[config.mk]
export PLATFORM = sky130hd
export DESIGN_NAME = tx_feed_ctrl
export DESIGN_NICKNAME = d
export VERILOG_FILES = /design/src/rtl/uart_defs.sv /design/src/rtl/sync_2ff.sv /design/src/rtl/tx_feed_ctrl.sv
export SDC_FILE = /design/constraint.sdc
export NUM_CORES = 1
export LEC_CHECK = 0
export BUFFER_PORTS_ARGS = -buffer_cell sky130_fd_sc_hd__buf_2
export CAP_MARGIN = 5
export CORE_UTILIZATION = 48
export CTS_BUF_LIST = sky130_fd_sc_hd__clkbuf_4 sky130_fd_sc_hd__clkbuf_8
export DETAILED_ROUTE_END_ITERATION = 16
export GPL_TIMING_DRIVEN = 0
export MAX_ROUTING_LAYER = met4
export PLACE_DENSITY_LB_ADDON = 0.08
export SLEW_MARGIN = 40
export SYNTH_ARGS = -nofsm -noshare
export SYNTH_HDL_FRONTEND = slang
export SYNTH_SLANG_ARGS = --single-unit
[constraint.sdc]
create_clock -name clock -period 2.9 [get_ports clock]
set_input_delay 0.725 -clock clock [delete_from_list [all_inputs] [get_ports clock]]
set_output_delay 0.725 -clock clock [all_outputs]
set_load 0.05 [all_outputs]
[src/rtl/uart_defs.sv]
// uart_defs: shared UART data width and send-sequencer state encodings
package uart_defs;
  localparam int UART_DATA_W = 8;
  typedef enum logic [1:0] {
    ST_IDLE  = 2'd0,
    ST_SEND  = 2'd1,
    ST_DRAIN = 2'd2,
    ST_GAP   = 2'd3
  } state_t;
endpackage

[src/rtl/sync_2ff.sv]
// sync_2ff: two-flop synchroniser for a single bit, async reset to 0
module sync_2ff (
  input  logic clock,
  input  logic reset,
  input  logic d,
  output logic q
);
  logic m;
  always_ff @(posedge clock or posedge reset)
    if (reset) {q, m} <= 2'b00;
    else {q, m} <= {m, d};
endmodule

[src/rtl/tx_feed_ctrl.sv]
// tx_feed_ctrl: byte FIFO and send sequencer feeding the UART transmitter
module tx_feed_ctrl
  import uart_defs::*;
#(
  parameter int DEPTH  = 16,
  parameter int ADDR_W = 4
) (
  input  logic                   clock,
  input  logic                   reset,
  input  logic                   wr_en,
  input  logic [UART_DATA_W-1:0] wr_data,
  input  logic                   flush,
  input  logic                   enable,
  output logic                   full,
  output logic                   empty,
  output logic [ADDR_W:0]        count,
  output logic                   overflow,
  output logic                   busy,
  output logic                   tx_send,
  output logic [UART_DATA_W-1:0] tx_data,
  input  logic                   tx_active,
  input  logic                   tx_done
);
  logic [UART_DATA_W-1:0] mem [DEPTH];
  logic [ADDR_W:0] wr_ptr, rd_ptr;
  logic act_s, done_s, wr_ok, pop, tx_send_d;
  logic [UART_DATA_W-1:0] tx_data_d;
  state_t state, state_d;

  sync_2ff u_sync_act  (.clock(clock), .reset(reset), .d(tx_active), .q(act_s));
  sync_2ff u_sync_done (.clock(clock), .reset(reset), .d(tx_done),   .q(done_s));

  assign count = wr_ptr - rd_ptr;
  assign full  = count == (ADDR_W+1)'(DEPTH);
  assign empty = count == '0;
  assign busy  = state != ST_IDLE;
  assign wr_ok = wr_en & ~full & ~flush;
  assign pop   = (state == ST_IDLE) & enable & ~empty;

  always_ff @(posedge clock)
    if (wr_ok) mem[wr_ptr[ADDR_W-1:0]] <= wr_data;

  // A write while full counts as overflow even if a pop frees a slot this cycle
  always_ff @(posedge clock or posedge reset)
    if (reset) begin
      wr_ptr   <= '0;
      rd_ptr   <= '0;
      overflow <= 1'b0;
    end else if (flush) begin
      wr_ptr   <= '0;
      rd_ptr   <= '0;
      overflow <= 1'b0;
    end else begin
      if (wr_ok) wr_ptr <= wr_ptr + 1'b1;
      if (pop) rd_ptr <= rd_ptr + 1'b1;
      if (wr_en & full) overflow <= 1'b1;
    end

  always_ff @(posedge clock or posedge reset)
    if (reset) begin
      state   <= ST_IDLE;
      tx_send <= 1'b0;
      tx_data <= '0;
    end else begin
      state   <= state_d;
      tx_send <= tx_send_d;
      tx_data <= tx_data_d;
    end

  always_comb begin
    state_d   = state;
    tx_send_d = tx_send;
    tx_data_d = tx_data;
    case (state)
      ST_IDLE: if (pop) begin
        state_d   = ST_SEND;
        tx_send_d = 1'b1;
        tx_data_d = mem[rd_ptr[ADDR_W-1:0]];
      end
      ST_SEND: if (act_s) begin
        state_d   = ST_DRAIN;
        tx_send_d = 1'b0;
      end
      ST_DRAIN: state_d = (!act_s && done_s) ? ST_GAP : ST_DRAIN;
      ST_GAP:   state_d = ST_IDLE;
      default:  state_d = ST_IDLE;
    endcase
  end
endmodule

==> metrics.txt <==
# TYPE chip_impl_metric gauge
chip_impl_metric{name="antenna_violating_nets_post_route",unit=""} 0
chip_impl_metric{name="synth_seq_area_share",unit="%"} 70.6
chip_impl_metric{name="synthDistinctLibCells",unit=""} 43
chip_impl_metric{name="cts-buffers-inserted",unit=""} 17
chip_impl_metric{name="total_switching_power",unit="mW"} 2.00
chip_impl_metric{name="place_ws",unit="ns"} -0.741
chip_impl_metric{name="postSynthCellCount",unit=""} 362
chip_impl_metric{name="power.share.combinational",unit="%"} 30.5
chip_impl_metric{name="synth_top_area_share",unit="%"} 60.4
chip_impl_metric{name="post_synthesis_average_cell_area",unit="um^2"} 17.6
chip_impl_metric{name="max-cap-violations",unit=""} 0
chip_impl_metric{name="clock_input_transition_at_the_sequential_cells_of_the_worst_setup_and_hold_paths",unit="ns"} 0.08
chip_impl_info{name="outcome",value="complete, but fails checks"} 1
chip_impl_metric{name="worst_ir_drop_vdd",unit="mV"} 0.393
chip_impl_metric{name="coreArea",unit="um^2"} 12800
chip_impl_metric{name="dp.final_hpwl",unit="mm"} 8.73
chip_impl_metric{name="detailed_route_vias_per_instance",unit=""} 5.76
chip_impl_metric{name="holdWs",unit="ns"} 0.330
chip_impl_info{name="critical_path_class",value="reg2out"} 1
chip_impl_metric{name="clock_latency",unit="ns"} 0.45
chip_impl_metric{name="cp.required",unit="ns"} 2.17
chip_impl_metric{name="setup-tns-final",unit="ns"} -10.84
chip_impl_metric{name="detailroute.via_count",unit=""} 3623
chip_impl_metric{name="holdBufCountCts",unit=""} 0
chip_impl_info{name="yosys-top-cells-area",value="sky130_fd_sc_hd__edfxtp_1 60%, sky130_fd_sc_hd__mux4_2 11%, sky130_fd_sc_hd__dfrtp_1 10%"} 1
chip_impl_metric{name="timing.max_slew.rel_slack",unit="%"} 51.4
chip_impl_metric{name="place_area",unit="um^2"} 6980
chip_impl_metric{name="place.port_buffers",unit=""} 32
chip_impl_metric{name="p_per_area",unit="nW/um^2"} 779
chip_impl_info{name="cts.root.buffer_cell",value="sky130_fd_sc_hd__clkbuf_8"} 1
chip_impl_metric{name="grt.total_usage",unit="%"} 23.3
chip_impl_metric{name="clock_sink_count",unit=""} 154
chip_impl_metric{name="first_global_vias",unit=""} 3720
chip_impl_metric{name="routed_wirelength",unit="mm"} 13.6
chip_impl_metric{name="area_growth",unit="%"} 25.1
chip_impl_metric{name="seqPwrFrac",unit="%"} 41.3
chip_impl_metric{name="max-clock-path-buffers",unit=""} 2
chip_impl_metric{name="final_design_area_no_fill",unit="um^2"} 7970
chip_impl_metric{name="fin_skew",unit="ns"} 0.00809
chip_impl_metric{name="routed_wire_length_per_instance",unit="um"} 21.6
chip_impl_metric{name="setup_violations",unit=""} 107
chip_impl_metric{name="std_cell_rows",unit=""} 41
chip_impl_metric{name="fp.dieW",unit="um"} 117
chip_impl_metric{name="fin_crit_sh",unit="%"} 118
chip_impl_metric{name="syn-cell-area",unit="um^2"} 6370
chip_impl_metric{name="gpl_congestion",unit=""} 0.797
chip_impl_metric{name="grt_start_max_net_pins",unit=""} 27
chip_impl_metric{name="i_o_pin_total",unit=""} 33
chip_impl_metric{name="postSynthNetCount",unit=""} 390
chip_impl_info{name="post-synth-top-area-cell",value="sky130_fd_sc_hd__edfxtp_1"} 1
chip_impl_metric{name="netSwitchingFraction",unit="%"} 32.2
chip_impl_metric{name="timing.fmax",unit="MHz"} 293
chip_impl_metric{name="min_period",unit="ns"} 3.42
chip_impl_metric{name="detailedRoute.firstIterationViolations",unit=""} 309
chip_impl_metric{name="drv_slew",unit=""} 0
chip_impl_metric{name="number_of_filler_cells_placed_in_the_layout",unit=""} 938
chip_impl_metric{name="report.power.total",unit="mW"} 6.20
chip_impl_info{name="tritoncts_clock_tree",value="built"} 1
chip_impl_metric{name="dp.cells",unit=""} 566
chip_impl_info{name="setup.worst_path.start_class",value="register"} 1
chip_impl_metric{name="power_leakage",unit="nW"} 2.77
chip_impl_info{name="worst_setup_path_end_kind",value="output port"} 1
chip_impl_metric{name="fp.dieArea",unit="um^2"} 13700
chip_impl_metric{name="drive_above_1_share",unit="%"} 38.1
chip_impl_metric{name="worst-path-max-fanout",unit=""} 3
chip_impl_metric{name="die_h",unit="um"} 117
chip_impl_metric{name="number_of_synthesized_flops_with_an_enable_pin",unit=""} 128
chip_impl_info{name="worstHoldPathType",value="in2async"} 1
chip_impl_metric{name="antenna_found_initial",unit=""} 0
chip_impl_metric{name="cell_internal_pwr",unit="mW"} 4.21
chip_impl_info{name="violations_in_the_final_reports",value="setup timing"} 1
chip_impl_info{name="synthFlopType",value="sky130_fd_sc_hd__edfxtp_1"} 1
chip_impl_metric{name="cts_htree_levels",unit=""} 4
chip_impl_metric{name="critical_path_arrival",unit="ns"} 2.69
chip_impl_metric{name="regToRegSetupSlack",unit="ns"} -0.11
chip_impl_metric{name="pwr-share-clk",unit="%"} 28.2
chip_impl_metric{name="detail_route.first_pass.iterations",unit=""} 5
chip_impl_metric{name="layoutNonFillerInstCount",unit=""} 629
chip_impl_metric{name="postSynthRegisterBits",unit=""} 154
chip_impl_info{name="rsz0062_at_grt",value="true"} 1
chip_impl_metric{name="gr-total-overflow",unit=""} 0
chip_impl_metric{name="start_util",unit="%"} 49.9
chip_impl_metric{name="fin_nets",unit=""} 472
chip_impl_metric{name="grt_pass1_wl",unit="mm"} 21.3
chip_impl_metric{name="max_slew.worst_pin.slew",unit="ns"} 0.728
chip_impl_metric{name="final_hold_viol_count",unit=""} 0
chip_impl_metric{name="fin_util",unit="%"} 62.4
chip_impl_metric{name="final_worst_slack",unit="ns"} -0.517
chip_impl_metric{name="yosysWarningCount",unit=""} 0
chip_impl_metric{name="synthArstFlopShare",unit="%"} 16.9
chip_impl_metric{name="drc",unit=""} 0
chip_impl_metric{name="antenna_diode_instance_count",unit=""} 0
==> cell usage after synthesis, types with 5 or more instances <==
cell,number
sky130_fd_sc_hd__nand3_1,5
sky130_fd_sc_hd__inv_1,13
sky130_fd_sc_hd__dfrtp_1,26
sky130_fd_sc_hd__nor2_1,6
sky130_fd_sc_hd__nor3_1,12
sky130_fd_sc_hd__nand2_1,8
sky130_fd_sc_hd__o21ai_0,14
sky130_fd_sc_hd__ha_1,12
sky130_fd_sc_hd__edfxtp_1,128
sky130_fd_sc_hd__mux4_2,32
sky130_fd_sc_hd__a21oi_1,12
sky130_fd_sc_hd__buf_2,5
sky130_fd_sc_hd__o41ai_1,8
sky130_fd_sc_hd__clkbuf_1,8
sky130_fd_sc_hd__o22ai_1,16
sky130_fd_sc_hd__or3_1,6
sky130_fd_sc_hd__nand2b_1,9
==> sequential cells by signal (all words and copies together), names as in the netlist <==
| signal | flops |
|---|---|
| mem | 128 |
| tx_data | 8 |
| rd_ptr | 5 |
| wr_ptr | 5 |
| state | 2 |
| overflow | 1 |
| tx_send | 1 |
| u_sync_act.m | 1 |
| u_sync_act.q | 1 |
| u_sync_done.m | 1 |
| u_sync_done.q | 1 |
==> worst max-delay path, cell delays in order (launching register included) <==
cell                       delay (ns)
sky130_fd_sc_hd__dfrtp_2         0.43
sky130_fd_sc_hd__inv_4           0.07
sky130_fd_sc_hd__ha_4            0.12
sky130_fd_sc_hd__inv_2           0.03
sky130_fd_sc_hd__fa_2            0.39
sky130_fd_sc_hd__xor2_4          0.21
sky130_fd_sc_hd__a211o_1         0.33
sky130_fd_sc_hd__a211oi_4        0.37
sky130_fd_sc_hd__buf_6           0.16
sky130_fd_sc_hd__buf_8           0.13
==> layer usage <==
layer	vias up	routed length, um	GRT usage, %
met3	23	654	4.99
met2	105	6560	34.8
met4	0	265	8.44
li1	1637	-	-
met5	-	0	-
met1	1858	6140	31.8
==> power groups by stage <==
stage / Combinational (mW) / Clock [mW] / Sequential [mW]
2_1_floorplan: 1.12 / 0 / 2.79
3_3_place_gp: 1.66 / 0 / 2.62
3_5_place_dp: 1.70 / 0 / 2.62
4_1_cts: 1.86 / 1.78 / 2.57
5_1_grt: 2.02 / 1.87 / 2.58
6_report: 1.89 / 1.75 / 2.56
==> final cells by class <==
cell class / count / area (um^2) / area share, %
clock inverter: 14 / 195 / 2.45
clock buffer: 18 / 241 / 3.03
buffer: 18 / 128 / 1.60
sequential: 154 / 4500 / 56.4
tap: 172 / 215 / 2.70
inverter: 13 / 53.8 / 0.675
timing repair buffer: 64 / 624 / 7.84
multi-input combinational: 176 / 2010 / 25.3
==> timing repair <==
item,CTS,global route
setup endpoints to repair,134,122
resized for setup,27,13
pin swaps,21,4
buffers inserted,29,5
hold endpoints to repair,0,0
==> cell usage in the layout, fill, tap and decap left out, types with 8 or more instances in the layout <==
cell / instances
sky130_fd_sc_hd__nor3_4: 12
sky130_fd_sc_hd__buf_12: 15
sky130_fd_sc_hd__ha_1: 10
sky130_fd_sc_hd__edfxtp_1: 128
sky130_fd_sc_hd__a21oi_1: 9
sky130_fd_sc_hd__mux4_2: 32
sky130_fd_sc_hd__nand2b_1: 8
sky130_fd_sc_hd__inv_1: 9
sky130_fd_sc_hd__o22ai_1: 16
sky130_fd_sc_hd__dfrtp_1: 25
sky130_fd_sc_hd__buf_4: 17
sky130_fd_sc_hd__o21ai_0: 14
sky130_fd_sc_hd__buf_2: 31
sky130_fd_sc_hd__nand2_1: 8
sky130_fd_sc_hd__clkbuf_8: 17
sky130_fd_sc_hd__buf_6: 10
sky130_fd_sc_hd__o41ai_1: 8
==> kinds of logic (layout without fill, tap and decap cells) <==
| group | after synthesis | in the layout | share of synthesized area [%] |
|---|---|---|---|
| xor+xnor | 3 | 3 | 0.531 |
| mux | 34 | 34 | 11.7 |
| simple gates | 62 | 62 | 5.50 |
| fa+ha+maj | 13 | 13 | 2.67 |
| compound gates | 64 | 64 | 6.62 |
| flops | 154 | 154 | 70.6 |
| buf+inv | 32 | 127 | 2.46 |
==> final timing paths <==
check                                   startpoint                 endpoint  depth (start not counted)
max in group asynchronous                    reset    wr_ptr[0]$_DFFE_PP0P_                          2
max reg2reg                  wr_ptr[0]$_DFFE_PP0P_     mem[14][1]$_DFFE_PP_                         11
min reg2reg                u_sync_done.m$_DFF_PP0_  u_sync_done.q$_DFF_PP0_                          0
min                                          reset   u_sync_act.q$_DFF_PP0_                          2
min in group clock         u_sync_done.m$_DFF_PP0_  u_sync_done.q$_DFF_PP0_                          0
max                          wr_ptr[0]$_DFFE_PP0P_                     full                          9
No activity file was read; power rests on OpenSTA's default activity.
